**src/rtl/pq_pkg.sv**
```systemverilog
// pq_pkg: shared FSM state and command encodings for the priority-queue stream driver.
package pq_pkg;
  typedef enum logic [1:0] {DRV_IDLE, DRV_ISSUE, DRV_GAP} drv_state_t;
  typedef enum logic [1:0] {OP_NONE, OP_PUSH, OP_POP, OP_REPL} pq_op_t;
endpackage

```
**src/rtl/pq_out_fifo.sv**
```systemverilog
// pq_out_fifo: power-of-two synchronous FIFO holding popped keys behind a valid/ready head.
module pq_out_fifo #(
  parameter int DEPTH = 4,
  parameter int WIDTH = 16
) (
  input  logic                         clk,
  input  logic                         rst_n,
  input  logic                         wr_en,
  input  logic [WIDTH-1:0]             wr_data,
  input  logic                         rd_en,
  output logic [WIDTH-1:0]             rd_data,
  output logic                         empty,
  output logic [$clog2(DEPTH+1)-1:0]   count
);
  localparam int AW = $clog2(DEPTH);
  localparam int CW = $clog2(DEPTH+1);
  logic [WIDTH-1:0] mem_q [DEPTH];
  logic [AW-1:0] wr_ptr_q, wr_ptr_d, rd_ptr_q, rd_ptr_d;
  logic [CW-1:0] count_q, count_d;
  always_comb begin
    wr_ptr_d = wr_ptr_q + AW'(wr_en);
    rd_ptr_d = rd_ptr_q + AW'(rd_en);
    count_d  = count_q + CW'(wr_en) - CW'(rd_en);
  end
  always_ff @(posedge clk or negedge rst_n)
    if (!rst_n) begin
      wr_ptr_q <= '0;
      rd_ptr_q <= '0;
      count_q  <= '0;
      for (int i = 0; i < DEPTH; i++) mem_q[i] <= '0;
    end else begin
      wr_ptr_q <= wr_ptr_d;
      rd_ptr_q <= rd_ptr_d;
      count_q  <= count_d;
      if (wr_en) mem_q[wr_ptr_q] <= wr_data;
    end
  assign rd_data = mem_q[rd_ptr_q];
  assign empty   = count_q == '0;
  assign count   = count_q;
  // Credit accounting upstream guarantees a free slot for every tagged read.
  a_no_overflow: assert property (@(posedge clk) disable iff (!rst_n)
    !(wr_en && !rd_en && count_q == CW'(DEPTH)));
endmodule

```
**src/rtl/pq_stream_driver.sv**
```systemverilog
// pq_stream_driver: turns a push stream and pop enable into spaced heap-queue commands.
// Define PQ_DRV_REPLACE_EN to merge a simultaneous push and pop into one replace command.
module pq_stream_driver
  import pq_pkg::*;
#(
  parameter int DATA_WIDTH = 16,
  parameter int QUEUE_SIZE = 7,
  parameter int OP_GAP     = 4,
  parameter int RD_LAT     = 2,
  parameter int OUT_DEPTH  = 4
) (
  input  logic                            CLK,
  input  logic                            RSTn,
  input  logic                            s_valid,
  output logic                            s_ready,
  input  logic [DATA_WIDTH-1:0]           s_data,
  input  logic                            pop_en,
  output logic                            m_valid,
  input  logic                            m_ready,
  output logic [DATA_WIDTH-1:0]           m_data,
  output logic                            pq_wrt,
  output logic                            pq_read,
  output logic [DATA_WIDTH-1:0]           pq_data,
  input  logic                            pq_full,
  input  logic                            pq_empty,
  input  logic [DATA_WIDTH-1:0]           pq_dout,
  output logic [$clog2(QUEUE_SIZE+1)-1:0] o_count,
  output logic                            o_err
);
  localparam int CW = $clog2(QUEUE_SIZE+1);
  localparam int GW = $clog2(OP_GAP+1);
  localparam int FW = $clog2(OUT_DEPTH+1);
  drv_state_t state_q, state_d;
  pq_op_t op_d;
  logic [CW-1:0] count_q, count_d;
  logic [GW-1:0] gap_q, gap_d;
  logic [FW-1:0] inflight_q, inflight_d, fifo_cnt;
  logic [RD_LAT-1:0] rd_sr_q, rd_sr_d;
  logic [DATA_WIDTH-1:0] key_q, key_d;
  logic wrt_q, wrt_d, read_q, read_d, last_push_q, last_push_d, err_q, err_d;
  logic push_ok, pop_ok, tag_exit, fifo_empty;
  assign push_ok  = state_q == DRV_IDLE && s_valid && count_q < CW'(QUEUE_SIZE);
  assign pop_ok   = state_q == DRV_IDLE && pop_en && count_q != '0 &&
                    int'(fifo_cnt) + int'(inflight_q) < OUT_DEPTH;
  assign tag_exit = rd_sr_q[RD_LAT-1];
  always_comb begin
`ifdef PQ_DRV_REPLACE_EN
    op_d = push_ok && pop_ok ? OP_REPL : push_ok ? OP_PUSH : pop_ok ? OP_POP : OP_NONE;
`else
    op_d = push_ok && pop_ok ? (last_push_q ? OP_POP : OP_PUSH) :
           push_ok ? OP_PUSH : pop_ok ? OP_POP : OP_NONE;
`endif
    s_ready     = op_d == OP_PUSH || op_d == OP_REPL;
    read_d      = op_d == OP_POP || op_d == OP_REPL;
    wrt_d       = s_ready;
    key_d       = s_ready ? s_data : key_q;
    count_d     = op_d == OP_PUSH ? count_q + CW'(1) : op_d == OP_POP ? count_q - CW'(1) : count_q;
    last_push_d = op_d == OP_PUSH ? 1'b1 : op_d == OP_POP ? 1'b0 : last_push_q;
    inflight_d  = inflight_q + FW'(read_d) - FW'(tag_exit);
    rd_sr_d     = (rd_sr_q << 1) | RD_LAT'(read_q);
    // A replace writes into a full queue legitimately, so only a plain push is flagged.
    err_d       = err_q | (wrt_q & ~read_q & pq_full) | (read_q & pq_empty);
    state_d     = state_q;
    gap_d       = gap_q;
    case (state_q)
      DRV_IDLE:  state_d = op_d != OP_NONE ? DRV_ISSUE : DRV_IDLE;
      DRV_ISSUE: begin
        state_d = OP_GAP > 1 ? DRV_GAP : DRV_IDLE;
        gap_d   = GW'(1);
      end
      DRV_GAP: begin
        state_d = gap_q >= GW'(OP_GAP - 1) ? DRV_IDLE : DRV_GAP;
        gap_d   = gap_q + GW'(1);
      end
      default: state_d = DRV_IDLE;
    endcase
  end
  always_ff @(posedge CLK or negedge RSTn)
    if (!RSTn) begin
      state_q     <= DRV_IDLE;
      count_q     <= '0;
      gap_q       <= '0;
      inflight_q  <= '0;
      rd_sr_q     <= '0;
      key_q       <= '0;
      wrt_q       <= 1'b0;
      read_q      <= 1'b0;
      last_push_q <= 1'b1;
      err_q       <= 1'b0;
    end else begin
      state_q     <= state_d;
      count_q     <= count_d;
      gap_q       <= gap_d;
      inflight_q  <= inflight_d;
      rd_sr_q     <= rd_sr_d;
      key_q       <= key_d;
      wrt_q       <= wrt_d;
      read_q      <= read_d;
      last_push_q <= last_push_d;
      err_q       <= err_d;
    end
  pq_out_fifo #(.DEPTH(OUT_DEPTH), .WIDTH(DATA_WIDTH)) u_out_fifo (
    .clk     (CLK),
    .rst_n   (RSTn),
    .wr_en   (tag_exit),
    .wr_data (pq_dout),
    .rd_en   (m_valid & m_ready),
    .rd_data (m_data),
    .empty   (fifo_empty),
    .count   (fifo_cnt)
  );
  assign m_valid = ~fifo_empty;
  assign pq_wrt  = wrt_q;
  assign pq_read = read_q;
  assign pq_data = key_q;
  assign o_count = count_q;
  assign o_err   = err_q;
endmodule
```
**config.mk**
```make
export PLATFORM = sky130hd
export DESIGN_NAME = pq_stream_driver
export DESIGN_NICKNAME = d
export VERILOG_FILES = /design/src/rtl/pq_pkg.sv /design/src/rtl/pq_out_fifo.sv /design/src/rtl/pq_stream_driver.sv
export SDC_FILE = /design/constraint.sdc
export NUM_CORES = 1
export LEC_CHECK = 0
export ABC_AREA = 0
export BUFFER_PORTS_ARGS = -buffer_cell sky130_fd_sc_hd__buf_2
export CAP_MARGIN = 20
export CELL_PAD_IN_SITES_DETAIL_PLACEMENT = 0
export CELL_PAD_IN_SITES_GLOBAL_PLACEMENT = 1
export CORE_MARGIN = 5
export CORE_UTILIZATION = 47
export CTS_CLUSTER_DIAMETER = 120
export CTS_CLUSTER_SIZE = 20
export DETAILED_ROUTE_END_ITERATION = 10
export PLACE_DENSITY_LB_ADDON = 0.05
export RECOVER_POWER = 50
export SLEW_MARGIN = 5
export SYNTH_ARGS = -nofsm -noshare
export SYNTH_HDL_FRONTEND = slang
export SYNTH_SLANG_ARGS = --single-unit
```
**constraint.sdc**
```tcl
create_clock -name CLK -period 3.2 [get_ports CLK]
set_input_delay 0.32 -clock CLK [delete_from_list [all_inputs] [get_ports CLK]]
set_output_delay 0.32 -clock CLK [all_outputs]
set_load 0.01 [all_outputs]
```
==> impl_metrics.yaml <==
run_status:
  outcome: "finished with violations"
  violations: "max-capacitance violations, max-slew violations"
yosys:
  yosys-top-cells-area: "dfrtp_1 (56%), mux2_2 (18%), mux4_2 (7.8%)"
  syn_area_per_cell_sq_um: 16.1
  syn_inst: 287
  synth_area_sq_mm: 0.00463
  synthFlopType: "dfrtp_1"
  yosysTopAreaCell: "dfrtp_1"
  synth_most_common_cell: "dfrtp_1"
  synth_cell_types: 32
  async_reset_ff_share_pct: 100
  yosysWarningCount: 0
  synth-seq-cells: 104
  synth_common_cells: "dfrtp_1 (103), mux2_2 (73), ha_1 (17), mux4_2 (16), inv_1 (15)"
  syn_nets: 346
  synth.top_cell.area_share_pct: 55.7
  ys_seq_area_share_pct: 56.2
  synth_enable_flop_cells: 0
global_routing:
  grt_pass1_vias: 2751
  grt_overflow_total: 0
  grt_max_degree: 63
  grt_usage_pct: 15.3
  grt_first_pass_wirelength_mm: 13.8
  antenna_found_initial: 0
route:
  wl_per_cell_um: 15.9
  wl_mm: 8.10
  num_vias: 2572
  dr.pass1.iters: 6
  drc_errors: 0
  dr.first_iter.drc_count: 70
  viasPerCell: 5.03
  drtAntennaViolNets: 0
cells_and_area:
  area_growth_syn_to_layout_pct: 15.8
  fin_nets: 432
  ff_latch_area_sq_mm: 0.00260
  drive_gt1_share_pct: 51.3
  n_antenna_cell: 0
  finish.utilization_pct: 55.4
  multi_input_area_sq_mm: 0.00190
  fill_cells: 828
setup_path:
  crit_fanout: 4
  start_kind: "register"
  r2r_start: "state_q[0]"
  crit_path_end_kind: "register"
  crit_start: "state_q[0]"
  cp.required_ps: 3490
  crit_path_end: "inflight_q[2]"
  r2r_end: "inflight_q[2]"
  r2r_cells: 14
  worstSetupPathType: "register to register"
  r2r_slack_ps: 390
  critPathArrivalTime_ps: 3100
clock_network:
  cts_tree: "yes"
  clock-root-buffer: "clkbuf_8"
  cts_setup_buffers: 0
  cts-buffers-inserted: 9
  post_cts_resize_count: 0
  clockBufferDepth: 2
  holdBufCountCts: 0
  insertion_delay_ps: 370
  clock-sinks: 104
  htree_num_levels: 3
  path_clk_slew_ps: 100
die:
  coreArea_sq_mm: 0.00968
  die_w_um: 109
  io_pins: 79
  initial_core_util_pct: 47.8
  num_rows: 36
  die_area_sq_mm: 0.0119
  die_height_um: 109
timing:
  hold_violations: 0
  rsz0062_at_grt: "no"
  fin_skew_ps: 11.3
  finalMaxSlewViolations: 63
  whs_ps: 169
  report.final.setup_viol: 0
  max_freq_ghz: 0.355
  fin_tns_setup_ps: 0
  min_period_ps: 2810
  max_slew.worst_pin.slew_ps: 1520
  period_share_pct: 88.0
  relSlewSlack_pct: -1.60
placed_design:
  dp_hpwl_mm: 5.65
  gp_congestion: 0.693
  port_buffers: 78
job:
  drv_cap: 1
pwr:
  ir_drop_v: 0.000427
  pwr-share-seq_pct: 43.7
  switching_share_pct: 33.1
  p_per_area_mw_per_mm2: 1020
  clkPwrFrac_pct: 15.2
  power_frac_comb_pct: 41.1
  p_leak_nw: 2.42
  power.switching_mw: 1.82
  cell_internal_pwr_mw: 3.67
hold_path:
  hold_class: "input pin to register"
-- per-stage QoR --
step	area [sq um]	instances	worst slack [ps]	power (mW)
2_1_floorplan	4630	287	246	4.04
4_1_cts	5390	511	343	5.62
5_1_grt	5360	511	177	5.93
3_3_place_gp	5190	495	482	4.70
6_report	5360	511	386	5.48
3_5_place_dp	5190	495	375	4.77
-- per-layer routing --
| layer | track usage [%] | wire length, um |
|---|---|---|
| met5 | 0 | 0 |
| met2 | 24.9 | 4000 |
| met1 | 19.4 | 3610 |
| met4 | 5.34 | 74 |
| met3 | 4.74 | 416 |
-- cells by family (layout without fill, tap and decap cells) --
kind of cell | count (synthesis) | count (layout) | synth area share [%]
AO/OA/AOI/OAI | 10 | 10 | 2.11
XOR/XNOR | 9 | 9 | 1.70
adder cells (fa/ha/maj) | 20 | 20 | 5.89
buffers and inverters | 25 | 116 | 2.65
flip-flops | 104 | 104 | 56.2
multiplexers | 97 | 97 | 28.1
AND/OR/NAND/NOR | 22 | 22 | 3.27
-- registers in the layout, indices dropped and copies added, names as in the netlist, 2 cells and up --
signal               flops
gap_q                    3
inflight_q               3
o_count                  3
pq_data                 16
rd_sr_q                  2
state_q                  2
u_out_fifo.count         3
u_out_fifo.mem_q        64
u_out_fifo.rd_ptr_q      2
u_out_fifo.wr_ptr_q      2
-- critical path, cell delays in order (launching register included) --
cell and delay (ps):
dfrtp_1 360, inv_1 80, ha_1 250, and2b_1 210
a41oi_4 250, inv_1 90, ha_1 200, nor2_1 130
ha_1 250, inv_1 60, ha_1 130, inv_1 50
fa_1 370, xnor2_1 180, xnor2_1 150
-- layout by cell type, fill, tap and decap left out, drive strengths merged, types with 4 or more instances in the layout --
cell	synthesis	routed
clkbuf	1	23
xor2	4	4
o21ai	5	5
xnor2	5	5
ha	17	17
dfrtp	103	103
mux4	16	16
mux2	81	81
buf	9	72
inv	15	15
nand3	5	5
clkinv	0	4
-- final cells by class --
type / count / share of cell area [%]
flip-flops and latches: 104 / 48.6
multi-input cells: 158 / 35.5
repair buffers: 85 / 7.96
well taps: 133 / 3.10
clock buffers: 10 / 2.57
clock inverters: 6 / 1.28
inverters: 15 / 1.05
-- power by group through the flow --
stage               clock (mW)  sequential, mW  combinational [mW]
finish                   0.834            2.40                2.25
global route             0.919            2.50                2.51
CTS                      0.874            2.41                2.34
detailed placement           0            2.43                2.33
global placement             0            2.42                2.29
floorplan                    0            2.33                1.71
-- worst min path at each step --
stage / to / slack, ps / depth (start not counted) / start
6_report: pq_data[10] / 170 / 2 / s_data[10]
5_1_grt: pq_data[10] / 130 / 2 / s_data[10]
4_1_cts: u_out_fifo.mem_q[17] / 40 / 1 / RSTn
3_5_place_dp: rd_sr_q[1] / 340 / 0 / rd_sr_q[0]
3_3_place_gp: rd_sr_q[1] / 330 / 0 / rd_sr_q[0]
2_1_floorplan: gap_q[0] / 20 / 0 / RSTn
Note: power is estimated with default switching activity, not from simulation.
